File: src/rtl/reg_bus_master_pkg.sv
// Opcode and FSM state encodings shared by the register-bus initiator and its decoder.
// Small helpers classify which opcodes touch the read path and which touch the write path.
package reg_bus_master_pkg;

  localparam int DATA_W_DEF = 16;

  typedef enum logic [1:0] {
    OP_NOP   = 2'b00,
    OP_WRITE = 2'b01,
    OP_READ  = 2'b10,
    OP_MOVE  = 2'b11
  } op_e;

  typedef enum logic [2:0] {
    ST_IDLE   = 3'd0,
    ST_ENABLE = 3'd1,
    ST_SAMPLE = 3'd2,
    ST_SETUP  = 3'd3,
    ST_STROBE = 3'd4,
    ST_DONE   = 3'd5
  } state_e;

  function automatic logic op_reads(input op_e op);
    return (op == OP_READ) || (op == OP_MOVE);
  endfunction

  function automatic logic op_writes(input op_e op);
    return (op == OP_WRITE) || (op == OP_MOVE);
  endfunction

endpackage

File: src/rtl/reg_bus_master_sel_decode.sv
// Register index to one-hot select, gated by an enable, with an out-of-range flag.
// Purely combinational; the flag is independent of the enable.
module reg_bus_master_sel_decode #(
  parameter int NREG  = 4,
  parameter int IDX_W = 2
) (
  input  logic [IDX_W-1:0] idx,
  input  logic             en,
  output logic [NREG-1:0]  onehot,
  output logic             oor
);

  always_comb begin
    onehot = '0;
    oor    = (32'(idx) >= 32'(NREG));
    for (int i = 0; i < NREG; i++) begin
      onehot[i] = en && (32'(idx) == 32'(i));
    end
  end

endmodule

File: src/rtl/reg_bus_master.sv
// Register-bank bus initiator: sequences WRITE/READ/MOVE onto D/R_W/Ea/Qa, one command at a time.
// Latency after accept: WRITE/READ S+2, MOVE 2S+3, NOP/illegal 1; CmdReady only while idle.
module reg_bus_master
  import reg_bus_master_pkg::*;
#(
  parameter int DATA_W     = DATA_W_DEF,
  parameter int NREG       = 4,
  parameter int IDX_W      = 2,
  parameter int SETTLE_CYC = 1
) (
  input  logic              Clk,
  input  logic              Clr,
  input  logic              CmdValid,
  output logic              CmdReady,
  input  logic [1:0]        CmdOp,
  input  logic [IDX_W-1:0]  CmdDst,
  input  logic [IDX_W-1:0]  CmdSrc,
  input  logic [DATA_W-1:0] CmdData,
  output logic [DATA_W-1:0] BusD,
  output logic [NREG-1:0]   BusRw,
  output logic [NREG-1:0]   BusEa,
  input  logic [DATA_W-1:0] BusQa,
  output logic              RspValid,
  output logic              RspErr,
  output logic [DATA_W-1:0] RspData
);

  localparam int CNT_W = (SETTLE_CYC > 1) ? $clog2(SETTLE_CYC) : 1;
  localparam logic [CNT_W-1:0] CNT_LAST = CNT_W'(SETTLE_CYC - 1);

  state_e             state_q, state_d;
  logic [CNT_W-1:0]   cnt_q, cnt_d;
  op_e                op_q, op_d;
  logic [IDX_W-1:0]   dst_q, dst_d;
  logic [IDX_W-1:0]   src_q, src_d;
  logic [DATA_W-1:0]  hold_q, hold_d;
  logic [DATA_W-1:0]  bus_d_q, bus_d_d;
  logic               rsp_err_q, rsp_err_d;
  logic [DATA_W-1:0]  rsp_data_q, rsp_data_d;

  op_e               cmd_op;
  logic              cmd_rdy;
  logic              accept;
  logic              cmd_illegal;
  logic              rw_en, ea_en;
  logic              rsp_vld, rsp_err;
  logic [IDX_W-1:0]  rw_idx, ea_idx;
  logic [NREG-1:0]   rw_onehot, ea_onehot;
  logic              dst_oor, src_oor;

  assign cmd_op = op_e'(CmdOp);
  assign accept = CmdValid && cmd_rdy;

  // While idle the decoders look at the incoming command so legality is known at accept.
  assign rw_idx = (state_q == ST_IDLE) ? CmdDst : dst_q;
  assign ea_idx = (state_q == ST_IDLE) ? CmdSrc : src_q;

  reg_bus_master_sel_decode #(
    .NREG  (NREG),
    .IDX_W (IDX_W)
  ) u_rw_dec (
    .idx    (rw_idx),
    .en     (rw_en),
    .onehot (rw_onehot),
    .oor    (dst_oor)
  );

  reg_bus_master_sel_decode #(
    .NREG  (NREG),
    .IDX_W (IDX_W)
  ) u_ea_dec (
    .idx    (ea_idx),
    .en     (ea_en),
    .onehot (ea_onehot),
    .oor    (src_oor)
  );

  assign cmd_illegal = (op_reads(cmd_op) && src_oor) || (op_writes(cmd_op) && dst_oor);

  always_ff @(posedge Clk) begin
    if (Clr) begin
      state_q    <= ST_IDLE;
      cnt_q      <= '0;
      op_q       <= OP_NOP;
      dst_q      <= '0;
      src_q      <= '0;
      hold_q     <= '0;
      bus_d_q    <= '0;
      rsp_err_q  <= 1'b0;
      rsp_data_q <= '0;
    end else begin
      state_q    <= state_d;
      cnt_q      <= cnt_d;
      op_q       <= op_d;
      dst_q      <= dst_d;
      src_q      <= src_d;
      hold_q     <= hold_d;
      bus_d_q    <= bus_d_d;
      rsp_err_q  <= rsp_err_d;
      rsp_data_q <= rsp_data_d;
    end
  end

  always_comb begin
    state_d = state_q;
    cnt_d   = cnt_q;
    case (state_q)
      ST_IDLE: begin
        if (accept) begin
          cnt_d = '0;
          if (cmd_illegal || (cmd_op == OP_NOP)) begin
            state_d = ST_DONE;
          end else if (cmd_op == OP_WRITE) begin
            state_d = ST_SETUP;
          end else begin
            state_d = ST_ENABLE;
          end
        end
      end
      ST_ENABLE: begin
        if (cnt_q == CNT_LAST) begin
          state_d = ST_SAMPLE;
        end else begin
          cnt_d = cnt_q + 1'b1;
        end
      end
      ST_SAMPLE: begin
        cnt_d   = '0;
        state_d = (op_q == OP_MOVE) ? ST_SETUP : ST_DONE;
      end
      ST_SETUP: begin
        if (cnt_q == CNT_LAST) begin
          state_d = ST_STROBE;
        end else begin
          cnt_d = cnt_q + 1'b1;
        end
      end
      ST_STROBE: state_d = ST_DONE;
      ST_DONE:   state_d = ST_IDLE;
      default:   state_d = ST_IDLE;
    endcase
  end

  // BusD only moves on the edge into SETUP, so it is stable from SETUP through STROBE.
  always_comb begin
    op_d       = op_q;
    dst_d      = dst_q;
    src_d      = src_q;
    hold_d     = hold_q;
    bus_d_d    = bus_d_q;
    rsp_err_d  = rsp_err_q;
    rsp_data_d = rsp_data_q;
    if (accept) begin
      op_d      = cmd_op;
      dst_d     = CmdDst;
      src_d     = CmdSrc;
      rsp_err_d = cmd_illegal;
    end
    case (state_q)
      ST_IDLE: begin
        if (accept && (cmd_op == OP_WRITE) && !cmd_illegal) begin
          bus_d_d = CmdData;
        end
      end
      ST_SAMPLE: begin
        hold_d = BusQa;
        if (op_q == OP_MOVE) begin
          bus_d_d = BusQa;
        end else begin
          rsp_data_d = BusQa;
        end
      end
      ST_STROBE: begin
        rsp_data_d = (op_q == OP_MOVE) ? hold_q : bus_d_q;
      end
      default: ;
    endcase
  end

  always_comb begin
    cmd_rdy = (state_q == ST_IDLE) && !Clr;
    rw_en   = (state_q == ST_STROBE);
    ea_en   = (state_q == ST_ENABLE) || (state_q == ST_SAMPLE);
    rsp_vld = (state_q == ST_DONE);
    rsp_err = rsp_vld && rsp_err_q;
  end

  assign CmdReady = cmd_rdy;
  assign BusD     = bus_d_q;
  assign BusRw    = rw_onehot;
  assign BusEa    = ea_onehot;
  assign RspValid = rsp_vld;
  assign RspErr   = rsp_err;
  assign RspData  = rsp_data_q;

endmodule
File: config.mk
export PLATFORM = sky130hd
export DESIGN_NAME = reg_bus_master
export DESIGN_NICKNAME = d
export VERILOG_FILES = /design/src/rtl/reg_bus_master_pkg.sv /design/src/rtl/reg_bus_master_sel_decode.sv /design/src/rtl/reg_bus_master.sv
export SDC_FILE = /design/constraint.sdc
export NUM_CORES = 1
export LEC_CHECK = 0
export ABC_CLOCK_PERIOD_IN_PS = 4400
export BUFFER_PORTS_ARGS = -buffer_cell sky130_fd_sc_hd__clkbuf_2
export CAP_MARGIN = 0
export CORE_MARGIN = 4
export CORE_UTILIZATION = 50
export CTS_CLUSTER_DIAMETER = 60
export DETAILED_ROUTE_END_ITERATION = 10
export HOLD_SLACK_MARGIN = 0.05
export PLACE_DENSITY = 0.81
export SLEW_MARGIN = 20
export SYNTH_ARGS = -nofsm -noshare
export SYNTH_HDL_FRONTEND = slang
export SYNTH_HIERARCHICAL = 1
export SYNTH_SLANG_ARGS = --single-unit
File: constraint.sdc
create_clock -name Clk -period 4.4 [get_ports Clk]
set_clock_uncertainty 0.15 [all_clocks]
set_input_delay 0.88 -clock Clk [delete_from_list [all_inputs] [get_ports Clk]]
set_output_delay 0.88 -clock Clk [all_outputs]
set_load 0.005 [all_outputs]
==> run_results.csv, run 1 <==
group,metric,value,unit
outcome,outcome,"complete, no violations",
yosys,ys.flop_type,"dfxtp_1",
yosys,synth_compound_area_share,28.2,%
yosys,synthTopCellsByArea,"dfxtp_1, a21oi_1, nand2_1",
setup_path,critPathBufInv,1,
detailed_routing,wl_per_cell,15.9,µm
global_routing,antenna_found_initial,0,
sta,fmax,0.321,GHz
clock_network,htreeDepth,3,
yosys,yosysTopAreaCellShare,41.1,%
floorplan,core_region_area,5510,µm²
detailed_routing,viasPerCell,5.56,
global_routing,use_met1,27.9,%
yosys,synth_xor_area_share,0,%
yosys,syn_area,2820,µm²
yosys,synthMuxAreaShare,7.27,%
yosys,yosysSeqAreaShare,41.1,%
sta,final.setup.tns,0,ns
yosys,ys_top_cells_by_count,"dfxtp_1, nand2_1, a21oi_1, nor2_1, o211ai_1",
global_routing,grt_pass1_vias,2610,
placement,dpl_cell_area,3210,µm²
detailed_routing,drt_wl_total,7380,µm
floorplan,start_util,51.3,%
final_layout,regArea,1160,µm²
power,peakVddDrop,0.185,mV
placement,portBuffers,83,
global_routing,grt_pass1_wl,12400,µm
placement,gp_congestion,0.852,
power,power_density,427,nW/µm²
placement,place_hpwl,4990,µm
detailed_routing,drc,0,
yosys,synthAdderAreaFrac,0,%
yosys,yosysMostFrequentCell,"dfxtp_1",
detailed_routing,antenna_left,0,
setup_path,end_kind,"output pin",
detailed_routing,vias,2586,
flow_run,maxCapViolCount,0,
floorplan,io_pins,84,
clock_network,post_cts.repair.setup_buffers,0,
global_routing,globalRouteTotalUtil,21.7,%
floorplan,die_area,6910,µm²
setup_path,crit_arrival,2.09,ns
detailed_routing,drtIter0Drc,138,
sta,period_minus_slack,3.12,ns
final_layout,final_layout_size_suffix_gt1_share,30.0,%
setup_path,slowest_stage,"dfxtp_1",
floorplan,die_w,83.2,µm
setup_path,worstPathRequired,3.37,ns
floorplan,fp-row-count,27,
sta,setup_viol,0,
sta,fin_crit_sh,70.9,%
sta,relSlewSlack,41.1,%
clock_network,ctsResizeCount,0,
setup_path,slowest_delay,0.57,ns
yosys,synth_top_family_by_area,"compound AO/OA/AOI/OAI gates",
global_routing,use_met2,33.3,%
sta,fin_hold_ws,0.304,ns
setup_path,crit_chain,"or3_1 > mux2_2 > nor3b_2 > clkbuf_2",
final_layout,multiInputGateArea,1490,µm²
global_routing,gr-total-overflow,0,
clock_network,hold_buffers,0,
final_layout,stdcell_area,3400,µm²
yosys,synth_cell_types,35,
yosys,yosys.area_share.simple,16.6,%
sta,max_slew.worst_pin.slew,0.882,ns
final_layout,fillers,496,
final_layout,area_growth,20.5,%
yosys,syn_inst,320,
yosys,avgSynthCellArea,8.82,µm²
clock_network,clock_latency,0.33,ns
clock_network,root_buffer,"clkbuf_8",
final_layout,nets,431,
detailed_routing,drt-pass1-iter-count,4,
global_routing,grt_max_degree,37,
floorplan,die_height,83.2,µm
power,p_leak,0.00148,µW
setup_path,start_kind,"flop",
sta,hold_viol,0,
sta,rsz0062_at_grt,"no",
final_layout,antenna_cells,0,
global_routing,use_met3,6.15,%
worst_hold_path,min_path_type,"flop to flop",
yosys,ys_ff_latch,58,
sta,slew_violations,0,
setup_path,path_delay_family,"simple AND/OR/NAND/NOR gates",
clock_network,cts_sinks,58,
clock_network,cts_made_buffers,9,
setup_path,crit_fanout,10,
clock_network,clk_pin_slew,0.06,ns
yosys,synth-edff-count,0,
clock_network,cts_tree,"yes",
yosys,ys_async_sr_fraction,0,%
yosys,yosysWarnings,6,
yosys,yosysTopAreaCell,"dfxtp_1",
setup_path,path_class,"flop to output pin",
yosys,synth_nets,361,
global_routing,gr-max-usage-layer,"met2",
clock_network,cts_buffer_depth,2,
[kinds of logic (layout without fill, tap and decap cells)]
family	after synthesis	in the layout
AND/OR/NAND/NOR	92	92
other	2	2
multiplexers	20	20
buffers and inverters	33	106
flip-flops	58	58
AO/OA/AOI/OAI	115	115
[cells in the final DEF, fill, tap and decap left out]
cell type	netlist	routed
clkbuf_2	1	83
dfxtp_1	58	58
nand2_1	47	47
a21oi_1	38	38
nor2_1	23	23
o211ai_1	17	17
a21boi_0	16	16
o41ai_1	16	16
mux2i_1	16	16
a22o_1	16	16
clkbuf_8	0	11
o21ai_0	6	6
buf_4	7	6
mux2_2	4	4
and3b_1	4	4
nor3b_4	2	3
inv_1	3	3
nand2b_1	2	2
and2_1	2	2
o21ai_1	2	2
clkinv_2	0	2
and3_2	2	2
nor3b_2	3	2
conb_1	2	2
or3_1	1	1
nand3_1	1	1
a21oi_4	1	1
nor4b_2	1	1
a22oi_2	0	1
a22oi_1	2	1
or2_2	1	1
nand4b_1	1	1
a211oi_1	1	1
or2b_1	1	1
and3_1	1	1
bufinv_16	0	1
[worst paths after layout]
path	start	endpoint	slack, ns	cells past startpoint
setup / recovery	state_q[2]	BusEa[0]	1.28	4
hold / removal	hold_q[8]	hold_q[8]	0.30	2
setup reg to reg	state_q[1]	BusD[14]	1.83	5
hold reg to reg	hold_q[8]	hold_q[8]	0.30	2
[power by group]
group | leakage [µW] | internal (µW) | switching [µW]
registers | 0.000471 | 577 | 42.9
clock network | 0.000101 | 284 | 200
logic | 0.000905 | 141 | 207
total | 0.00148 | 1000 | 449
[cell type report]
| class | instances | share of cell area [%] |
|---|---|---|
| Sequential cell | 58 | 34.1 |
| Tap cell | 72 | 2.65 |
| Clock inverter | 3 | 1.18 |
| Clock buffer | 11 | 4.45 |
| Inverter | 3 | 0.331 |
| Multi-Input combinational cell | 229 | 43.8 |
| Timing Repair Buffer | 89 | 13.5 |
[per-stage QoR]
step	worst slack [ns]	utilization (%)	power, µW	cells
finish	1.28	61.8	1450	465
global route	1.17	61.8	1530	465
CTS	1.28	61.8	1460	465
detailed placement	1.65	58.3	975	451
global placement	1.68	58.3	965	451
floorplan	1.64	-	877	320
[sequential cells by signal, indices dropped and copies added (netlist names)]
| signal | flops |
|---|---|
| BusD | 16 |
| RspData | 16 |
| dst_q | 2 |
| hold_q | 16 |
| op_q | 2 |
| rsp_err_q | 1 |
| src_q | 2 |
| state_q | 3 |
[tightest hold or removal path, cell delays in order, from the launching register on]
cell	delay (ns)
dfxtp_1	0.30
nand2_1	0.05
a21oi_1	0.05
[metal layers]
metal	part of all wire, %	wire, µm
met5	0	0
met3	6.3	462
met4	1.3	99
met2	46	3420
met1	46	3390
Power figures use the tool's default switching activity.
==> inputs of run 2 (changes only) <==
--- a/config.mk
+++ b/config.mk
@@ -5,15 +5,15 @@
 export SDC_FILE = /design/constraint.sdc
 export NUM_CORES = 1
 export LEC_CHECK = 0
-export ABC_CLOCK_PERIOD_IN_PS = 4400
+export ABC_CLOCK_PERIOD_IN_PS = 2600
 export BUFFER_PORTS_ARGS = -buffer_cell sky130_fd_sc_hd__clkbuf_2
 export CAP_MARGIN = 0
 export CORE_MARGIN = 4
-export CORE_UTILIZATION = 50
+export CORE_UTILIZATION = 46
 export CTS_CLUSTER_DIAMETER = 60
 export DETAILED_ROUTE_END_ITERATION = 10
 export HOLD_SLACK_MARGIN = 0.05
-export PLACE_DENSITY = 0.81
+export PLACE_DENSITY = 0.78
 export SLEW_MARGIN = 20
 export SYNTH_ARGS = -nofsm -noshare
 export SYNTH_HDL_FRONTEND = slang
==> constraint.sdc (replaced) <==
create_clock -name Clk -period 2.6 [get_ports Clk]
set_clock_uncertainty 0.15 [all_clocks]
set_input_delay 0.52 -clock Clk [delete_from_list [all_inputs] [get_ports Clk]]
set_output_delay 0.52 -clock Clk [all_outputs]
set_load 0.005 [all_outputs]
==> run 2 against run 1 <==
Critical path depth unchanged. Core utilization down 4.0 points. Sequential cell count unchanged. Largest power group unchanged.
==> run_results.csv, run 2 (same netlist as run 1, synthesis figures left out) <==
group,metric,value,unit
sta,rsz0062_at_grt,"no",
setup_path,start_kind,"flop",
floorplan,core_region_area,5960,µm²
detailed_routing,wl_per_cell,15.3,µm
final_layout,final_cell_mix,"clkbuf_2, dfxtp_1, nand2_1",
flow_run,maxCapViolCount,0,
sta,fmax,0.406,GHz
floorplan,io_pins,84,
power,internal-power,1580,µW
power,pwr-share-seq,43.3,%
setup_path,worstPathRequired,1.93,ns
final_layout,antenna_cells,0,
global_routing,globalRouteTotalUtil,20.3,%
clock_network,cts_sinks,58,
power,netSwitchingPower,800,µW
sta,period_minus_slack,2.46,ns
clock_network,cts_buffer_depth,2,
detailed_routing,drt_wl_total,7270,µm
floorplan,die_height,86.4,µm
final_layout,final_util,57.8,%
power,power_frac_clock,30.2,%
detailed_routing,drt-pass1-iter-count,4,
sta,max_slew.worst_pin.slew,0.743,ns
global_routing,antenna_found_initial,0,
global_routing,grt_pass1_wl,12000,µm
sta,hold_viol,0,
power,peakVddDrop,0.387,mV
global_routing,grt_max_degree,36,
power,power_density,691,nW/µm²
clock_network,cts_tree,"yes",
setup_path,end_kind,"output pin",
setup_path,crit_fanout,11,
placement,gp_congestion,0.775,
floorplan,die_w,86.4,µm
detailed_routing,viasPerCell,5.50,
final_layout,area_growth,21.9,%
clock_network,post_cts.repair.setup_buffers,0,
placement,dp_worst_setup_slack,0.258,ns
detailed_routing,antenna_left,0,
floorplan,die_area,7460,µm²
clock_network,root_buffer,"clkbuf_8",
sta,setup_viol,0,
final_layout,nets,436,
clock_network,clock_latency,0.34,ns
sta,slew_violations,0,
placement,portBuffers,83,
setup_path,path_class,"flop to output pin",
clock_network,hold_buffers,0,
final_layout,fillers,537,
floorplan,fp-row-count,28,
global_routing,grt_pass1_vias,2522,
sta,layout_setup_ws,0.140,ns
power,combPwrFrac,26.5,%
outcome,outcome,"complete, no violations",
final_layout,final_common_cell,"clkbuf_2",
setup_path,crit_arrival,1.79,ns
sta,final.setup.tns,0,ns
placement,place_hpwl,5090,µm
clock_network,clk_pin_slew,0.07,ns
clock_network,htreeDepth,3,
power,p_leak,0.00149,µW
power,sw_frac_of_total,33.6,%
detailed_routing,drc,0,
final_layout,final_layout_size_suffix_gt1_share,31.8,%
detailed_routing,vias,2614,
floorplan,start_util,47.4,%
worst_hold_path,min_path_type,"input port to flop",
detailed_routing,drtIter0Drc,114,
sta,fin_crit_sh,94.6,%
power,finalPower,2380,µW
global_routing,gr-total-overflow,0,
clock_network,cts_made_buffers,9,
sta,relSlewSlack,50.4,%
-- run 2: cell types whose count changed in the layout (fill, tap and decap cells not counted) --
cell        delta
buf_4          +4
clkinvlp_4     +3
clkbuf_8       -2
buf_12         +1
bufinv_16      -1
clkinv_2       +1
clkinv_4       +1
dfxtp_1        -1
dfxtp_2        +1
or3_1          -1
or3_4          +1
-- run 2: layer usage --
metal / wire length (µm) / vias up / track usage (%)
met5: 0 / - / 0
met4: 103 / 0 / 7.22
met3: 549 / 9 / 5.80
met2: 3340 / 84 / 32.6
met1: 3280 / 1206 / 26.1
li1: - / 1315 / -
-- run 2: path summary, 6_finish.rpt --
| check | start | to | slack [ns] | depth (start not counted) |
|---|---|---|---|---|
| max | state_q[1] | BusRw[1] | 0.14 | 4 |
| min | CmdSrc[0] | src_q[0] | 0.24 | 3 |
| max reg2reg | state_q[2] | BusD[14] | 0.55 | 5 |
| min reg2reg | hold_q[8] | hold_q[8] | 0.31 | 2 |
-- run 2: repair_timing --
item,4_1_cts,5_1_grt
pin swaps,0,1
gates resized for setup,1,1
endpoints found under the setup margin,8,8
gates cloned,0,0
-- run 2: area by class of cell --
type	instances	area (µm²)	area share [%]
multi-input combinational	229	1490	43.4
sequential	58	1160	33.8
timing repair buffer	94	510	14.8
clock buffer	9	124	3.60
tap	75	93.8	2.73
clock inverter	7	46.3	1.34
inverter	3	11.3	0.327
-- run 2: stage by stage --
step	cell area (µm²)	cells	hold WS [ns]
after floorplan	2820	320	0.282
after global placement	3270	459	0.291
after detailed placement	3270	459	0.297
after CTS	3440	475	0.233
after global routing	3440	475	0.262
final	3440	475	0.244
-- run 2: power groups by stage --
stage / registers, µW / clock network, µW / logic, µW
floorplan: 1040 / 0 / 446
global placement: 1050 / 0 / 608
detailed placement: 1050 / 0 / 625
CTS: 1030 / 741 / 633
global route: 1040 / 776 / 705
finish: 1030 / 719 / 630
-- run 2: critical path: stages (launching register included) --
cell and delay, ns:
dfxtp_2 0.38, or3_4 0.42, mux2_2 0.33, and3b_1 0.22, clkbuf_2 0.11
==> inputs of run 3 (changes only) <==
--- a/config.mk
+++ b/config.mk
@@ -14,6 +14,7 @@
 export DETAILED_ROUTE_END_ITERATION = 10
 export HOLD_SLACK_MARGIN = 0.05
 export PLACE_DENSITY = 0.78
+export RECOVER_POWER = 50
 export SLEW_MARGIN = 20
 export SYNTH_ARGS = -nofsm -noshare
 export SYNTH_HDL_FRONTEND = slang
==> run 3 against run 2 <==
Sequential share of layout area increased by 0.28 points. Worst hold slack about the same. Sequential cell count stayed put. Maximum frequency rose by 0.54%.
==> run_results.csv, run 3 (same netlist as run 1, synthesis figures left out) <==
group,metric,value,unit
outcome,outcome,"complete, no violations",
setup_path,start_kind,"flop",
setup_path,r2r-end,"RspData[14]",
floorplan,fp-row-count,28,
power,netSwitchingPower,798,µW
detailed_routing,drt_wl_total,7290,µm
worst_hold_path,worstHoldEndpoint,"src_q[0]",
final_layout,regArea,1160,µm²
power,internal-power,1570,µW
detailed_routing,wl_per_cell,15.4,µm
clock_network,cts_sinks,58,
setup_path,cp-startpoint,"state_q[1]",
power,p_leak,0.00143,µW
detailed_routing,vias,2632,
placement,dpl_cell_area,3270,µm²
power,combPwrFrac,26.1,%
sta,fmax,0.409,GHz
final_layout,fin_cells,475,
global_routing,grt_pass1_wl,12000,µm
global_routing,globalRouteTotalUtil,20.3,%
global_routing,grt_pass1_vias,2522,
clock_network,cts_buffer_depth,2,
final_layout,final_cell_mix,"clkbuf_2, dfxtp_1, nand2_1",
sta,relSlewSlack,50.3,%
global_routing,grt_max_degree,36,
detailed_routing,drtIter0Drc,147,
clock_network,clock_latency,0.34,ns
sta,fin_crit_sh,94.1,%
setup_path,crit_fanout,11,
global_routing,antenna_found_initial,0,
floorplan,die_height,86.4,µm
final_layout,stdcell_area,3410,µm²
final_layout,final_common_cell,"clkbuf_2",
final_layout,multiInputGateArea,1490,µm²
setup_path,end_kind,"output pin",
sta,max_slew.worst_pin.slew,0.745,ns
detailed_routing,drc,0,
clock_network,root_buffer,"clkbuf_8",
sta,setup_viol,0,
worst_hold_path,hold_depth,3,
power,power_density,694,nW/µm²
final_layout,antenna_cells,0,
final_layout,final_layout_size_suffix_gt1_share,27.8,%
worst_hold_path,min_path_type,"input port to flop",
sta,slew_violations,0,
clock_network,cts_tree,"yes",
power,power_frac_clock,30.4,%
worst_hold_path,hp-start,"CmdSrc[0]",
detailed_routing,viasPerCell,5.54,
detailed_routing,drt-pass1-iter-count,4,
sta,rsz0062_at_grt,"no",
global_routing,gr-total-overflow,0,
power,sw_frac_of_total,33.7,%
final_layout,area_growth,20.9,%
flow_run,maxCapViolCount,0,
floorplan,die_area,7460,µm²
placement,gp_congestion,0.775,
setup_path,path_class,"flop to output pin",
power,peakVddDrop,0.386,mV
final_layout,nets,436,
clock_network,htreeDepth,3,
final_layout,fillers,549,
sta,period_minus_slack,2.45,ns
placement,dpl.cell_count,459,
clock_network,clk_pin_slew,0.07,ns
setup_path,timing.rr.start,"state_q[2]",
floorplan,start_util,47.4,%
sta,final.setup.tns,0,ns
floorplan,core_region_area,5960,µm²
placement,dp_worst_setup_slack,0.258,ns
placement,portBuffers,83,
floorplan,io_pins,84,
placement,place_hpwl,5090,µm
detailed_routing,antenna_left,0,
sta,layout_setup_ws,0.153,ns
setup_path,rrSetupSlack,0.35,ns
power,pwr-share-seq,43.5,%
setup_path,worstPathRequired,1.93,ns
clock_network,cts_made_buffers,9,
power,finalPower,2370,µW
clock_network,post_cts.repair.setup_buffers,0,
setup_path,reg2regPathDepth,6,
sta,hold_viol,0,
setup_path,crit_arrival,1.78,ns
floorplan,die_w,86.4,µm
[run 3: worst max-delay path by stage]
stage	to	slack, ns	cells after the start
CTS	BusRw[0]	0.01	4
global route	BusRw[0]	0.07	4
detailed placement	BusRw[0]	0.26	4
global placement	BusRw[2]	0.31	4
finish	BusRw[1]	0.15	4
floorplan	BusEa[1]	0.49	5
[run 3: through the flow]
step	hold slack, ns	utilization (%)
2_1_floorplan	0.282	-
3_3_place_gp	0.291	54.8
3_5_place_dp	0.297	54.8
4_1_cts	0.233	57.8
5_1_grt	0.262	57.3
6_report	0.244	57.3
[run 3: power by group through the flow]
stage | clock network (µW) | registers, µW | logic, µW
after floorplan | 0 | 1040 | 446
after global placement | 0 | 1050 | 608
after detailed placement | 0 | 1050 | 625
after CTS | 741 | 1030 | 633
after global routing | 776 | 1040 | 693
final | 720 | 1030 | 619
[run 3: routing by layer]
layer,track usage [%],routed length [µm]
met3,5.80,548
met2,32.6,3320
met5,0,0
met4,7.22,105
met1,26.1,3320
[run 3: final cells by class]
type	instances	share of cell area [%]
flip-flops and latches	58	34.1
well taps	75	2.75
multi-input cells	229	43.6
repair buffers	94	14.3
clock inverters	7	1.36
clock buffers	9	3.63
inverters	3	0.330
[run 3: critical path, cell delays in order, from the launching register on]
cell and delay [ns]:
dfxtp_2 0.38, or3_4 0.41, mux2_2 0.33, and3b_1 0.22, clkbuf_2 0.11
[run 3: repair_timing]
item,in CTS,in global routing
pin swaps,0,1
hold buffers,0,0
resized for setup,1,1
setup endpoints to repair,8,8
